===== src/rtl/mul_div_unit_if.sv =====
// Request/response bundle for mul_div_unit.
// The master drives the operation request and the stage enable.
// The slave (the unit) returns busy/done and the register-file write port.
interface mul_div_unit_if;
  logic        en;
  logic        start;
  logic [1:0]  op;
  logic        sgn;
  logic [31:0] a;
  logic [31:0] b;
  logic [4:0]  dst;
  logic        busy;
  logic        done;
  logic        rw;
  logic [4:0]  da;
  logic [31:0] din;

  modport master (
    output en, start, op, sgn, a, b, dst,
    input  busy, done, rw, da, din
  );

  modport slave (
    input  en, start, op, sgn, a, b, dst,
    output busy, done, rw, da, din
  );
endinterface


===== src/rtl/mul_div_unit.sv =====
// Iterative 32-bit multiply/divide unit, one iteration per enabled clock.
// MUL uses shift-add into a 64-bit product, DIV/REM use restoring
// shift-subtract. Result is written back through the rw/da/din port.
// Optional macro MULDIV_SIGNED_EN adds two's-complement operation when sgn=1.
//
// state | meaning
// IDLE  | waiting for start (sampled only with en=1)
// RUN   | 32 datapath iterations, counted down by cnt
// DONE  | result valid, done/rw high for one enabled cycle
module mul_div_unit (
  input logic          clk,
  input logic          rst,
  mul_div_unit_if.slave bus
);
  localparam logic [1:0] IDLE = 2'd0;
  localparam logic [1:0] RUN  = 2'd1;
  localparam logic [1:0] DONE = 2'd2;

  logic [1:0]  state;
  logic [4:0]  cnt;
  logic [1:0]  op_q;
  logic [4:0]  dst_q;
  logic [31:0] bm_q;
  logic [31:0] hi_q;   // product high half / partial remainder
  logic [31:0] lo_q;   // product low half / dividend shifting into quotient
  logic [4:0]  da_q;
  logic [31:0] din_q;

  logic [31:0] a_mag;
  logic [31:0] b_mag;
  logic [32:0] mul_sum;
  logic [32:0] trial;
  logic [31:0] hi_nxt;
  logic [31:0] lo_nxt;
  logic [31:0] res;

`ifdef MULDIV_SIGNED_EN
  logic        a_neg;
  logic        b_neg;
  logic        neg_q;   // product/quotient needs negation
  logic        rneg_q;  // remainder follows the sign of a
  logic [63:0] prod_f;
  logic [31:0] quo_f;
  logic [31:0] rem_f;

  assign a_neg = bus.sgn & bus.a[31];
  assign b_neg = bus.sgn & bus.b[31];
  assign a_mag = a_neg ? -bus.a : bus.a;
  assign b_mag = b_neg ? -bus.b : bus.b;
`else
  logic unused_sgn;

  assign unused_sgn = bus.sgn;
  assign a_mag      = bus.a;
  assign b_mag      = bus.b;
`endif

  // One datapath iteration: MUL adds then shifts right, DIV shifts left then trial-subtracts.
  always_comb begin
    mul_sum = {1'b0, hi_q} + {1'b0, (lo_q[0] ? bm_q : 32'd0)};
    trial   = {hi_q, lo_q[31]} - {1'b0, bm_q};
    hi_nxt  = mul_sum[32:1];
    lo_nxt  = {mul_sum[0], lo_q[31:1]};
    if (op_q[1]) begin
      if (!trial[32]) begin
        hi_nxt = trial[31:0];
        lo_nxt = {lo_q[30:0], 1'b1};
      end else begin
        hi_nxt = {hi_q[30:0], lo_q[31]};
        lo_nxt = {lo_q[30:0], 1'b0};
      end
    end
  end

  // Result selection from the values produced by the final iteration.
`ifdef MULDIV_SIGNED_EN
  always_comb begin
    prod_f = neg_q  ? -{hi_nxt, lo_nxt} : {hi_nxt, lo_nxt};
    quo_f  = neg_q  ? -lo_nxt : lo_nxt;
    rem_f  = rneg_q ? -hi_nxt : hi_nxt;
    case (op_q)
      2'd0:    res = prod_f[31:0];
      2'd1:    res = prod_f[63:32];
      2'd2:    res = quo_f;
      default: res = rem_f;
    endcase
  end
`else
  always_comb begin
    case (op_q)
      2'd0:    res = lo_nxt;
      2'd1:    res = hi_nxt;
      2'd2:    res = lo_nxt;
      default: res = hi_nxt;
    endcase
  end
`endif

  // Control FSM and datapath registers; en=0 freezes everything.
  always_ff @(posedge clk or negedge rst) begin
    if (!rst) begin
      state  <= IDLE;
      cnt    <= 5'd0;
      op_q   <= 2'd0;
      dst_q  <= 5'd0;
      bm_q   <= 32'd0;
      hi_q   <= 32'd0;
      lo_q   <= 32'd0;
      da_q   <= 5'd0;
      din_q  <= 32'd0;
`ifdef MULDIV_SIGNED_EN
      neg_q  <= 1'b0;
      rneg_q <= 1'b0;
`endif
    end else if (bus.en) begin
      case (state)
        IDLE: begin
          if (bus.start) begin
            state  <= RUN;
            cnt    <= 5'd31;
            op_q   <= bus.op;
            dst_q  <= bus.dst;
            bm_q   <= b_mag;
            hi_q   <= 32'd0;
            lo_q   <= a_mag;
`ifdef MULDIV_SIGNED_EN
            // A zero divisor keeps the all-ones quotient unsigned-looking.
            neg_q  <= (a_neg ^ b_neg) & (bus.b != 32'd0);
            rneg_q <= a_neg;
`endif
          end
        end
        RUN: begin
          hi_q <= hi_nxt;
          lo_q <= lo_nxt;
          if (cnt == 5'd0) begin
            state <= DONE;
            da_q  <= dst_q;
            din_q <= res;
          end else begin
            cnt <= cnt - 5'd1;
          end
        end
        DONE:    state <= IDLE;
        default: state <= IDLE;
      endcase
    end
  end

  assign bus.busy = (state != IDLE);
  assign bus.done = (state == DONE);
  assign bus.rw   = (state == DONE);
  assign bus.da   = da_q;
  assign bus.din  = din_q;
endmodule


===== src/flat_wrapper.sv =====
// flat-port wrapper written by rule: the top's interface ports become plain ports
module mul_div_unit_flat 
  (clk, rst, bus_en, bus_start, bus_op, bus_sgn, bus_a, bus_b, bus_dst, bus_busy, bus_done, bus_rw, bus_da, bus_din);
  mul_div_unit_if bus_i ();
  input logic clk;
  input logic rst;
  input wire logic [$bits(bus_i.en)-1:0] bus_en;
  input wire logic [$bits(bus_i.start)-1:0] bus_start;
  input wire logic [$bits(bus_i.op)-1:0] bus_op;
  input wire logic [$bits(bus_i.sgn)-1:0] bus_sgn;
  input wire logic [$bits(bus_i.a)-1:0] bus_a;
  input wire logic [$bits(bus_i.b)-1:0] bus_b;
  input wire logic [$bits(bus_i.dst)-1:0] bus_dst;
  output wire logic [$bits(bus_i.busy)-1:0] bus_busy;
  output wire logic [$bits(bus_i.done)-1:0] bus_done;
  output wire logic [$bits(bus_i.rw)-1:0] bus_rw;
  output wire logic [$bits(bus_i.da)-1:0] bus_da;
  output wire logic [$bits(bus_i.din)-1:0] bus_din;
  assign bus_i.en = bus_en;
  assign bus_i.start = bus_start;
  assign bus_i.op = bus_op;
  assign bus_i.sgn = bus_sgn;
  assign bus_i.a = bus_a;
  assign bus_i.b = bus_b;
  assign bus_i.dst = bus_dst;
  assign bus_busy = bus_i.busy;
  assign bus_done = bus_i.done;
  assign bus_rw = bus_i.rw;
  assign bus_da = bus_i.da;
  assign bus_din = bus_i.din;
  mul_div_unit u_core (.clk(clk), .rst(rst), .bus(bus_i));
endmodule

===== config.mk =====
export PLATFORM = sky130hd
export DESIGN_NAME = mul_div_unit_flat
export DESIGN_NICKNAME = d
export VERILOG_FILES = /design/src/rtl/mul_div_unit_if.sv /design/src/rtl/mul_div_unit.sv /design/src/flat_wrapper.sv
export SDC_FILE = /design/constraint.sdc
export NUM_CORES = 1
export LEC_CHECK = 0
export ABC_AREA = 1
export ABC_CLOCK_PERIOD_IN_PS = 4100
export BUFFER_PORTS_ARGS = -buffer_cell sky130_fd_sc_hd__buf_2
export CAP_MARGIN = 20
export CORE_ASPECT_RATIO = 0.6
export CORE_MARGIN = 5
export CORE_UTILIZATION = 50
export CTS_CLUSTER_SIZE = 24
export DETAILED_ROUTE_END_ITERATION = 10
export PLACE_DENSITY = 0.69
export SLEW_MARGIN = 0
export SYNTH_ARGS = -nofsm -noshare
export SYNTH_HDL_FRONTEND = slang
export SYNTH_SLANG_ARGS = --single-unit
export TNS_END_PERCENT = 20

===== constraint.sdc =====
create_clock -name clk -period 4.1 [get_ports clk]
set_input_delay 0.82 -clock clk [delete_from_list [all_inputs] [get_ports clk]]
set_output_delay 0.82 -clock clk [all_outputs]
set_load 0.1 [all_outputs]

; ---- Yosys cells after proc, flatten, opt, wreduce, memory -nomap -nowiden
; Index checks and enable logic that the tools add are counted.
[word_totals]
register_bits = 147
input_bits = 76
[classes]
reduce_logical = 11
add_sub_neg = 3
mux = 16
n_eq_ne = 6
[op_table]
columns = cell, n
row1 = two-way mux 32 bit, 7
row2 = one-hot mux 32 bit (2 select lines), 2
row3 = adder 32 x 32 -> 33 bit, 1
row4 = subtractor 33 x 32 -> 33 bit, 1
row5 = AND reduction 3 bit, 4
row6 = two-way mux 5 bit, 2
row7 = one-hot mux 5 bit (2 select lines), 1
row8 = zero test 5 bit, 1
row9 = "subtractor 5 x 1 -> 5 bit, second input constant", 1
row10 = "== test 2 bit, second input constant", 2
row11 = zero test 2 bit, 2
row12 = two-way mux 2 bit, 2
row13 = "inequality test 2 bit, second input constant", 2
row14 = one-hot mux 2 bit (2 select lines), 1
row15 = AND reduction 4 bit, 1
row16 = nonzero test 2 bit, 2
row17 = "== test 2 x 1 -> 1 bit, second input constant", 1
row18 = "inequality test 2 x 1 -> 1 bit, second input constant", 1
row19 = OR reduction 2 bit, 1
row20 = two-way mux 1 bit, 1

; ---- Depth between registers and ports, before layout
; Gate-level depths: netlist of run 1.
[logic_depth]
ltp_word = 4
depth_mapped = 22
depth_no_buf = 20

; ---- Worst setup path after synthesis of run 1
; No wires, ideal clock.
[synth_path]
path_kind = reg-to-output
startpoint = register u_core.state[1]
endpoint = output bus_rw
path_buffers = 1
arrival_time_ps = 2230
slack_ps = 1050
path_stages_with_launch = 4
cell_sequence = dfrtp_1 > inv_1 > nor2_1 > buf_4
[synth_via]
elab_chain_cells = 1
[synth_rtl]
columns = element, line_no
row1 = "start, declared", mul_div_unit.sv:19  ; logic [1:0] state;
row2 = "start signal, assigned", mul_div_unit.sv:102  ; state <= IDLE;
row3 = "start signal, assigned", mul_div_unit.sv:119  ; state <= RUN;
row4 = "start signal, assigned", mul_div_unit.sv:137  ; state <= DONE;
row5 = == test 2 bit, -
row6 = "end, declared", flat_wrapper.sv:16  ; output wire logic [$bits(bus_i.rw)-1:0] bus_rw;
; No other way between the ends.

; ---- Worst setup path after layout of run 1
[layout_path]
startpoint = register u_core.lo_q[31]
endpoint = register u_core.din_q[22], in the netlist u_core.bus.din[22]
[layout_via]
elab_chain_cells = 4
[layout_rtl]
columns = element, line_no
row1 = "start, declared", mul_div_unit.sv:25  ; logic [31:0] lo_q;
row2 = "start signal, assigned", mul_div_unit.sv:125  ; lo_q <= a_mag;
row3 = "start signal, assigned", mul_div_unit.sv:135  ; lo_q <= lo_nxt;
row4 = subtractor 33 x 32 -> 33 bit, mul_div_unit.sv:61  ; trial = {hi_q, lo_q[31]} - {1'b0, bm_q};
row5 = two-way mux 32 bit, mul_div_unit.sv:65  ; if (!trial[32]) begin
row6 = two-way mux 32 bit, mul_div_unit.sv:64  ; if (op_q[1]) begin
row7 = two-way mux 32 bit, mul_div_unit.sv:90  ; case (op_q)
row8 = "end signal, assigned", mul_div_unit.sv:139  ; din_q <= res;
row9 = "end, declared", mul_div_unit.sv:27  ; logic [31:0] din_q;
; No other way between the ends.
; A chain may end at the register's enable or synchronous reset.

==> impl_metrics.csv, run 1 <==
group,metric,value,unit
cts,cts_tree,"yes",
timing,clock_skew,16.1,ps
timing,final-setup-viol-count,0,
power_and_ir_drop,p_int,4.79,mW
power_and_ir_drop,ir_worst_vdd,0.394,mV
synth,synth_top_family_by_area,"simple AND/OR/NAND/NOR gates",
synth,yosys.area_share.xor_xnor,1.06,%
timing,maxSlewHeadroom,38.9,%
power_and_ir_drop,p_per_area,771,nW/um^2
routing,routedLengthMet1,20200,um
synth,synth_top_area_share,29.6,%
routing,antenna_left,0,
final_layout,fill_cells,2556,
synth,synthMuxAreaShare,0.0906,%
critical_path,crit_type,"register to register",
critical_path,r2r_cells,19,
power_and_ir_drop,sequentialPowerShare,23.3,%
global_route,grt_max_degree,78,
final_layout,area_delta_synth_final,11.0,%
timing,period_needed,3210,ps
synth,async_flop_share,100,%
critical_path,path_max_fanout,35,
synth,synth_edf_count,0,
cts,clock_latency,460,ps
synth,synth_most_common_cell,"nand2_1",
routing,wl,41300,um
timing,fin_crit_sh,78.2,%
final_layout,final_layout_size_suffix_gt1_share,10.3,%
power_and_ir_drop,clockPowerShare,14.6,%
final_layout,multi_input_area,7300,um^2
place,dp_hpwl,32000,um
critical_path,r2r_slack,890,ps
global_route,grt_overflow,0,
floorplan,core,24300,um^2
global_route,grt_pass1_wl,65400,um
synth,synthCells,2057,
synth,synth_ff_type,"dfrtp_1",
floorplan,io_pins,116,
routing,vias,13200,
synth,synth_compound_gate_area_share,10.7,%
cts,cts.repair.resized,0,
synth,synth_area_leaders,"dfrtp_1 30%, nand2_1 24%, inv_1 8.6%",
synth,synth_common_cells,"796 x nand2_1, 286 x inv_1, 219 x nor2_1, 147 x dfrtp_1, 111 x a21oi_1",
min_path,hold_path.class,"input pin to async pin",
power_and_ir_drop,share_comb_of_total_power,62.1,%
synth,synth_warnings,0,
place,io_buffer_count,114,
run_status,status,"complete, no violations",
global_route,antenna_found_initial,0,
cts,clk_pin_slew_worst_paths,60,ps
final_layout,seqCellArea,3680,um^2
floorplan,die-width,214,um
routing,first_iter_violations,1329,
routing,met2_length,16500,um
timing,drv_slew,0,
synth,ys_seq_elements,147,
cts,root_buffer,"clkbuf_16",
place,gp_congestion,1.00,
cts,clockBufferDepth,2,
critical_path,start_kind,"register",
routing,drt-pass1-iter-count,6,
timing,rsz0062_at_grt,"false",
cts,cts_hold_buf,0,
synth,seq_area_frac_synth,29.6,%
global_route,track_usage,29.2,%
critical_path,end_kind,"register",
floorplan,core.rowCount,44,
timing,finalSetupTns,0,ps
critical_path,crit_arrival,3550,ps
synth,synth_area,12400,um^2
place,dp.cells,2441,
global_route,grt_pass1_vias,12000,
routing,routedWlPerCell,16.7,um
timing,worst_pin_slew,916,ps
cts,cts.repair_timing.setup_buffer_count,0,
floorplan,die_area,28200,um^2
critical_path,r2r-start,"u_core.lo_q[31]",
critical_path,crit_required,4440,ps
cts,cts_sinks,147,
power_and_ir_drop,p_switching,5.84,mW
power_and_ir_drop,power.leakage,8.15,nW
final_layout,fin_nets,2282,
critical_path,worstReg2RegEnd,"u_core.bus.din[22]",
routing,highest_layer,"met4",
synth,yosysTopAreaCell,"dfrtp_1",
synth,syn_nets,2201,
routing,viasPerCell,5.33,
final_layout,n_antenna_cell,0,
power_and_ir_drop,swShare,54.9,%
routing,met3WireLength,4030,um
timing,max_freq,0.312,GHz
synth,yosys.cell_types.count,39,
routing,drc_errors,0,
flow_run,drv_cap,0,
floorplan,start_util,51.1,%
floorplan,die_height,132,um
timing,hold_viol,0,
synth,synth-simple-area-share,39.9,%
final_layout,final_cells,2473,
cts,numCtsBuffers,17,
synth,syn_area_per_cell,6.04,um^2
cts,htreeDepth,4,
synth,synth-adder-area-share,6.97,%
-- cells in the final DEF (no fill, tap or decap), types with 3 or more instances in the layout --
cell type and count:
nand3b_1 14, or2_2 6, nand3_2 8, nand3_1 109, o21ai_1 13, nand2_1 795
dfrtp_1 145, nand2_2 22, nand4_1 12, nor2_1 218, o21ai_0 77, clkinv_4 4
nor2_2 5, a21o_1 3, xnor2_1 9, inv_1 285, nor3_1 9, inv_6 6
buf_4 12, a31oi_1 35, and2_1 4, xor2_1 6, inv_2 11, buf_12 3
o211ai_1 3, o21bai_1 4, ha_1 66, o21a_1 4, a21oi_1 111, buf_2 113
clkbuf_16 17
-- power groups by stage --
stage	logic (mW)	registers (mW)	clock network [mW]
2_1_floorplan	4.76	2.50	0
3_3_place_gp	6.39	2.48	0
3_5_place_dp	6.47	2.49	0
4_1_cts	6.51	2.47	1.57
5_1_grt	7.42	2.53	1.62
6_report	6.61	2.48	1.55
-- metal layers --
layer / global-route usage (%) / vias to the layer above
met4: 6.60 / 0
met3: 7.51 / 47
met5: 0 / -
met2: 40.1 / 541
met1: 45.7 / 6033
li1: - / 6566
-- area by class of cell --
cell class	instances	area share (%)
Multi-Input combinational cell	1545	52.9
Sequential cell	147	26.7
Inverter	298	8.11
Timing Repair Buffer	129	5.27
Clock buffer	17	3.08
Tap cell	322	2.92
Clock inverter	15	1.01
-- worst max-delay path by stage --
stage / cells past startpoint / startpoint / endpoint
2_1_floorplan: 3 / u_core.state[1] / bus_rw
3_3_place_gp: 19 / u_core.lo_q[31] / u_core.bus.din[18]
3_5_place_dp: 19 / u_core.lo_q[31] / u_core.bus.din[18]
4_1_cts: 19 / u_core.lo_q[31] / u_core.bus.din[18]
5_1_grt: 19 / u_core.lo_q[31] / u_core.bus.din[18]
6_report: 19 / u_core.lo_q[31] / u_core.bus.din[22]
-- worst max-delay path: stages (launching register included) --
cell and delay, ps:
dfrtp_1 350, inv_1 130, ha_1 290, fa_1 460
inv_1 110, nand2_1 60, nand2_1 100, nand3_1 90
nand2_2 140, nand2_1 80, nand2_2 80, nand2_2 60
nand2_1 100, nand2_2 80, nand2_4 400, nand2_1 130
nand3_2 110, nand3_1 120, nand2_1 150, nand2_1 60
-- kinds of logic (layout without fill, tap and decap cells) --
logic type | Yosys count | after routing
buffers and inverters | 365 | 459
DFF | 147 | 147
xor gates and xnor gates | 15 | 15
muxes | 1 | 1
adders and majority gates | 68 | 68
AOI/OAI and AO/OA | 250 | 250
and+or+nand+nor | 1211 | 1211
-- flip-flops by register name (all words and copies together) (netlist names) --
name	flops
u_core.bus.da	5
u_core.lo_q	32
u_core.cnt	5
u_core.bm_q	32
u_core.op_q	2
u_core.bus.din	32
u_core.dst_q	5
u_core.hi_q	32
u_core.state	2
-- per-stage QoR --
step / hold WS, ps / util [%] / power (mW) / area, um^2 / setup slack [ps]
6_report: 363 / 56.7 / 10.6 / 13800 / 892
5_1_grt: 410 / 56.7 / 11.6 / 13800 / 672
4_1_cts: 396 / 56.7 / 10.6 / 13800 / 970
3_5_place_dp: 460 / 54.4 / 8.96 / 13200 / 987
3_3_place_gp: 457 / 54.4 / 8.87 / 13200 / 1050
2_1_floorplan: 473 / - / 7.25 / 12400 / 1050
No activity file was read; power rests on OpenSTA's default activity.
==> run 2, diff against run 1 <==
- ABC_AREA: 1 -> 0
- ABC_CLOCK_PERIOD_IN_PS: 4100 -> 2800
- PLACE_DENSITY: 0.69 -> 0.72
- clock period: 4.1 -> 2.8 ns (I/O delays scaled with it)
==> impl_metrics.csv, run 2 <==
group,metric,value,unit
run_status,status,"finished, violations left",
run_status,violations,"setup timing",
timing,maxSlewHeadroom,44.3,%
global_route,grt_max_degree,99,
timing,period_needed,3380,ps
floorplan,core.rowCount,42,
place,pre_cts_slack,-715,ps
floorplan,die-width,202,um
min_path,hold_path.class,"input pin to async pin",
global_route,track_usage,32.4,%
place,io_buffer_count,114,
cts,htreeDepth,4,
routing,drt-pass1-iter-count,5,
routing,vias,12300,
synth,synth_common_cells,"229 x nand2_1, 166 x o21ai_0, 147 x dfrtp_1, 98 x a21oi_1, 71 x nor2_1",
place,gp_congestion,0.970,
timing,hold_viol,0,
critical_path,path_max_fanout,12,
routing,routedWlPerCell,21.1,um
critical_path,cpMaxStageDelayCell,"dfrtp_2",
synth,synth_warnings,0,
cts,cts_sinks,147,
floorplan,start_util,50.5,%
synth,synth_area,11000,um^2
critical_path,start_kind,"register",
place,dp.cells,1963,
timing,rsz0062_at_grt,"true",
timing,drv_slew,0,
synth,yosysTopAreaCell,"dfrtp_1",
routing,wl,42600,um
critical_path,cp_num_buf_inv,6,
final_layout,layout_common_cells,"282 x buf_4, 228 x nand2_1, 144 x dfrtp_1",
routing,antenna_left,0,
cts,clockBufferDepth,2,
final_layout,fill_cells,1768,
routing,drc_errors,0,
critical_path,crit_type,"register to register",
critical_path,crit_required,3150,ps
timing,clock_skew,12.5,ps
timing,finalSetupTns,-25890,ps
routing,viasPerCell,6.08,
global_route,grt_pass1_vias,11700,
timing,worst_pin_slew,833,ps
floorplan,die_height,125,um
timing,whs,153,ps
floorplan,io_pins,116,
final_layout,area_delta_synth_final,39.1,%
cts,root_buffer,"clkbuf_16",
synth,synth_area_leaders,"dfrtp_1 33%, nand2_1 7.8%, o21ai_0 7.5%",
final_layout,final_cells,2019,
cts,clock_latency,450,ps
synth,yosys.cell_types.count,83,
synth,synthCells,1363,
final_layout,n_antenna_cell,0,
cts,clk_pin_slew_worst_paths,70,ps
routing,first_iter_violations,1370,
floorplan,die_area,25300,um^2
critical_path,end_kind,"register",
synth,synth_most_common_cell,"nand2_1",
critical_path,slowest_delay,420,ps
timing,max_freq,0.296,GHz
critical_path,crit_chain,"buf_4 > clkbuf_16 > and2_4 > ha_4 > buf_4 > nand4_1 > nor4_4 > buf_4 > nand3_4 > buf_4 > nor2_2 > buf_4 > o211ai_1 > a21oi_1 > o21ai_1 > o21a_1 > o31ai_2",
global_route,grt_overflow,0,
timing,fin_crit_sh,121,%
floorplan,core,21900,um^2
critical_path,r2r_slack,-580,ps
final_layout,final_layout_size_suffix_gt1_share,32.8,%
final_layout,fin_nets,1864,
final_layout,final_common_cell,"buf_4",
global_route,antenna_found_initial,0,
flow_run,drv_cap,0,
cts,numCtsBuffers,17,
synth,syn_area_per_cell,8.10,um^2
synth,async_flop_share,100,%
synth,synth_ff_type,"dfrtp_1",
cts,cts_tree,"yes",
critical_path,cp_top_family,"buffers and inverters",
synth,seq_area_frac_synth,33.3,%
synth,ys_seq_elements,147,
synth,synth_top_area_share,33.3,%
synth,syn_nets,1507,
place,dp_hpwl,31200,um
critical_path,cpMostUsedCell,"buf_4",
critical_path,crit_arrival,3730,ps
global_route,grt_pass1_wl,64700,um
timing,final-setup-viol-count,65,
timing,worst_slack,-580,ps
synth,synth_edf_count,0,
==> run 2: worst paths after layout <==
kind / from / end / cells after the start
max in group asynchronous: rst / u_core.hi_q[12] / 2
max: u_core.lo_q[0] / u_core.hi_q[26] / 17
min: rst / u_core.bm_q[10] / 1
min in group clk: bus_dst[0] / u_core.dst_q[0] / 3
min reg2reg: u_core.dst_q[0] / u_core.bus.da[0] / 2
max reg2reg: u_core.lo_q[0] / u_core.hi_q[26] / 17
==> run 2: layout make-up <==
class | instances | area [um^2] | share of cell area [%]
Inverter | 46 | 173 | 1.12
Clock buffer | 20 | 447 | 2.91
Timing Repair Buffer | 418 | 3010 | 19.6
Clock inverter | 12 | 179 | 1.16
Multi-Input combinational cell | 1090 | 7510 | 48.9
Sequential cell | 147 | 3680 | 24.0
Tap cell | 286 | 358 | 2.33
==> run 2: metrics by stage <==
step / instance area, um^2 / utilization, %
final: 15400 / 70.3
after global routing: 15400 / 70.3
after detailed placement: 13900 / 63.7
after CTS: 15000 / 68.4
after global placement: 13900 / 63.7
after floorplan: 11100 / -
==> run 2: logic make-up (layout without fill, tap and decap cells) <==
family,Yosys count,after routing,share of synthesized area (%)
buffers and inverters,127,496,4.70
AO/OA/AOI/OAI,472,472,27.0
XOR/XNOR,57,57,4.52
flip-flops,147,147,33.3
adder cells (fa/ha/maj),68,68,7.84
multiplexers,44,44,4.04
AND/OR/NAND/NOR,448,449,18.5
==> run 2: routing by layer <==
metal,part of all wire [%],track usage (%)
met1,45,47.1
met2,43,48.2
met3,9.3,7.19
met4,2.6,10.1
met5,0,0
==> run 2: repair_timing <==
| item | 4_1_cts | 5_1_grt |
|---|---|---|
| pin swaps | 39 | 35 |
| setup endpoints to repair | 65 | 65 |
| buffers inserted | 13 | 10 |
| gates cloned | 1 | 1 |
| resized for setup | 71 | 56 |
| hold buffers | 0 | 0 |
==> run 2: worst reg2reg max path, stage by stage (launching register included) <==
cell and delay [ps]:
dfrtp_2 420, buf_4 160, clkbuf_16 170, and2_4 150, ha_4 270, buf_4 110, nand4_1 120, nor4_4 330
buf_4 190, nand3_4 120, buf_4 170, nor2_2 110, buf_4 120, o211ai_1 110, a21oi_1 170, o21ai_1 90
o21a_1 210, o31ai_2 270
Power of run 2 is left out: the tool's default activity adds up to more than one toggle a clock period on the data nets, which glitch-free logic cannot reach.
==> run 3, diff against run 2 <==
- ABC_CLOCK_PERIOD_IN_PS: 2800 -> 3250
- CTS_CLUSTER_SIZE: 24 -> unset
- PLACE_DENSITY: 0.72 -> 0.69
- clock period: 2.8 -> 3.25 ns (I/O delays scaled with it)
==> impl_metrics.csv, run 3 (synthesis results as in run 2) <==
group,metric,value,unit
routing,drt-pass1-iter-count,8,
final_layout,fin_nets,1764,
min_path,hold_path.class,"input pin to async pin",
cts,cts_sinks,147,
timing,worst_slack,-122,ps
place,dp_hpwl,28800,um
cts,root_buffer,"clkbuf_16",
timing,maxSlewHeadroom,46.7,%
timing,period_needed,3370,ps
floorplan,die-width,202,um
routing,routedWlPerCell,21.1,um
global_route,grt_pass1_vias,11200,
timing,drv_slew,0,
cts,htreeDepth,4,
floorplan,core,21900,um^2
run_status,violations,"setup timing",
cts,cts_hold_buf,0,
place,gp_congestion,0.950,
timing,max_freq,0.297,GHz
critical_path,slowest_delay,390,ps
final_layout,final_cells,1919,
critical_path,path_max_fanout,5,
routing,vias,11800,
timing,final-setup-viol-count,41,
routing,antenna_left,0,
final_layout,layout_common_cells,"228 x nand2_1, 180 x buf_4, 144 x o21ai_0, 144 x dfrtp_1, 113 x buf_2",
global_route,grt_pass1_wl,62100,um
final_layout,final_common_cell,"nand2_1",
critical_path,cpMaxStageDelayCell,"dfrtp_1",
final_layout,n_antenna_cell,0,
critical_path,cp_num_buf_inv,6,
final_layout,area_delta_synth_final,34.6,%
floorplan,start_util,50.5,%
critical_path,start_kind,"register",
cts,clock_latency,440,ps
critical_path,cp_top_family,"compound AO/OA/AOI/OAI gates",
timing,rsz0062_at_grt,"true",
global_route,grt_max_degree,99,
critical_path,crit_required,3580,ps
critical_path,timing.critical_path.from,"u_core.bm_q[3]",
critical_path,r2r-start,"u_core.bm_q[3]",
timing,fin_crit_sh,104,%
routing,viasPerCell,6.15,
routing,drc_errors,0,
global_route,grt_overflow,0,
place,io_buffer_count,114,
cts,clk_pin_slew_worst_paths,70,ps
routing,first_iter_violations,1367,
flow_run,drv_cap,0,
routing,wl,40400,um
cts,numCtsBuffers,17,
floorplan,die_height,125,um
timing,clock_skew,9.64,ps
run_status,status,"finished, violations left",
floorplan,core.rowCount,42,
critical_path,crit_chain,"inv_1 > ha_1 > o211ai_2 > a21oi_4 > o41a_4 > a211oi_4 > buf_4 > nor3_4 > buf_6 > o31ai_4 > buf_4 > buf_6 > buf_4 > a211o_1 > o31ai_4 > o31ai_1",
critical_path,end_kind,"register",
place,dp.cells,1857,
floorplan,die_area,25300,um^2
timing,hold_viol,0,
timing,worst_pin_slew,797,ps
cts,clockBufferDepth,2,
cts,cts_tree,"yes",
critical_path,cpMostUsedCell,"buf_4",
global_route,track_usage,30.7,%
critical_path,crit_arrival,3700,ps
global_route,antenna_found_initial,0,
critical_path,crit_type,"register to register",
final_layout,final_layout_size_suffix_gt1_share,30.1,%
floorplan,io_pins,116,
## run 3: cell types whose count changed in the layout (fill, tap and decap cells not counted), moves of 4 or more
cell,delta
inv_6,+4
ha_4,+6
ha_1,-6
o31ai_4,+4
and2_1,-6
and2_4,+6
buf_4,-102
o31ai_1,-4
## run 3: path summary, 6_finish.rpt
kind | endpoint | slack [ps] | cells past startpoint
worst max-delay path | u_core.bus.din[28] | -120 | 16
worst min-delay path | u_core.hi_q[8] | 230 | 1
worst max register to register | u_core.bus.din[28] | -120 | 16
worst min register to register | u_core.bus.da[3] | 470 | 2
max in group asynchronous | u_core.lo_q[26] | 2180 | 2
min in group clk | u_core.dst_q[3] | 400 | 3
## run 3: through the flow
stage               cell area, um^2  setup slack (ps)  TNS (ps)  utilization [%]  hold WS (ps)
detailed placement            13100              -294     -8540             59.7           459
floorplan                     11000              17.1         0                -           354
global placement              13100              -214     -4940             59.7           445
finish                        14900              -122     -2020             68.0           225
global route                  14900              -210     -6890             68.0           271
CTS                           14100             -57.8      -221             64.6           251
## run 3: metal layers
layer | vias up | global-route usage [%] | routed length, um
met1 | 5650 | 45.9 | 18100
met3 | 100 | 7.38 | 3970
met5 | - | 0 | 0
met4 | 0 | 8.55 | 1110
met2 | 608 | 44.4 | 17300
li1 | 5447 | - | -
## run 3: layout make-up
| type | instances | area (um^2) |
|---|---|---|
| repair buffers | 319 | 2350 |
| clock buffers | 17 | 425 |
| clock inverters | 15 | 193 |
| flip-flops and latches | 147 | 3680 |
| fillers | 1774 | 6990 |
| multi-input cells | 1089 | 7690 |
| inverters | 46 | 173 |
| well taps | 286 | 358 |
## run 3: what timing repair did
item	CTS	global route
setup buffers	11	17
pin swaps	39	76
setup endpoints to repair	64	65
gates resized for setup	66	109
gates cloned	2	2
Power of run 3 is left out for the same reason.
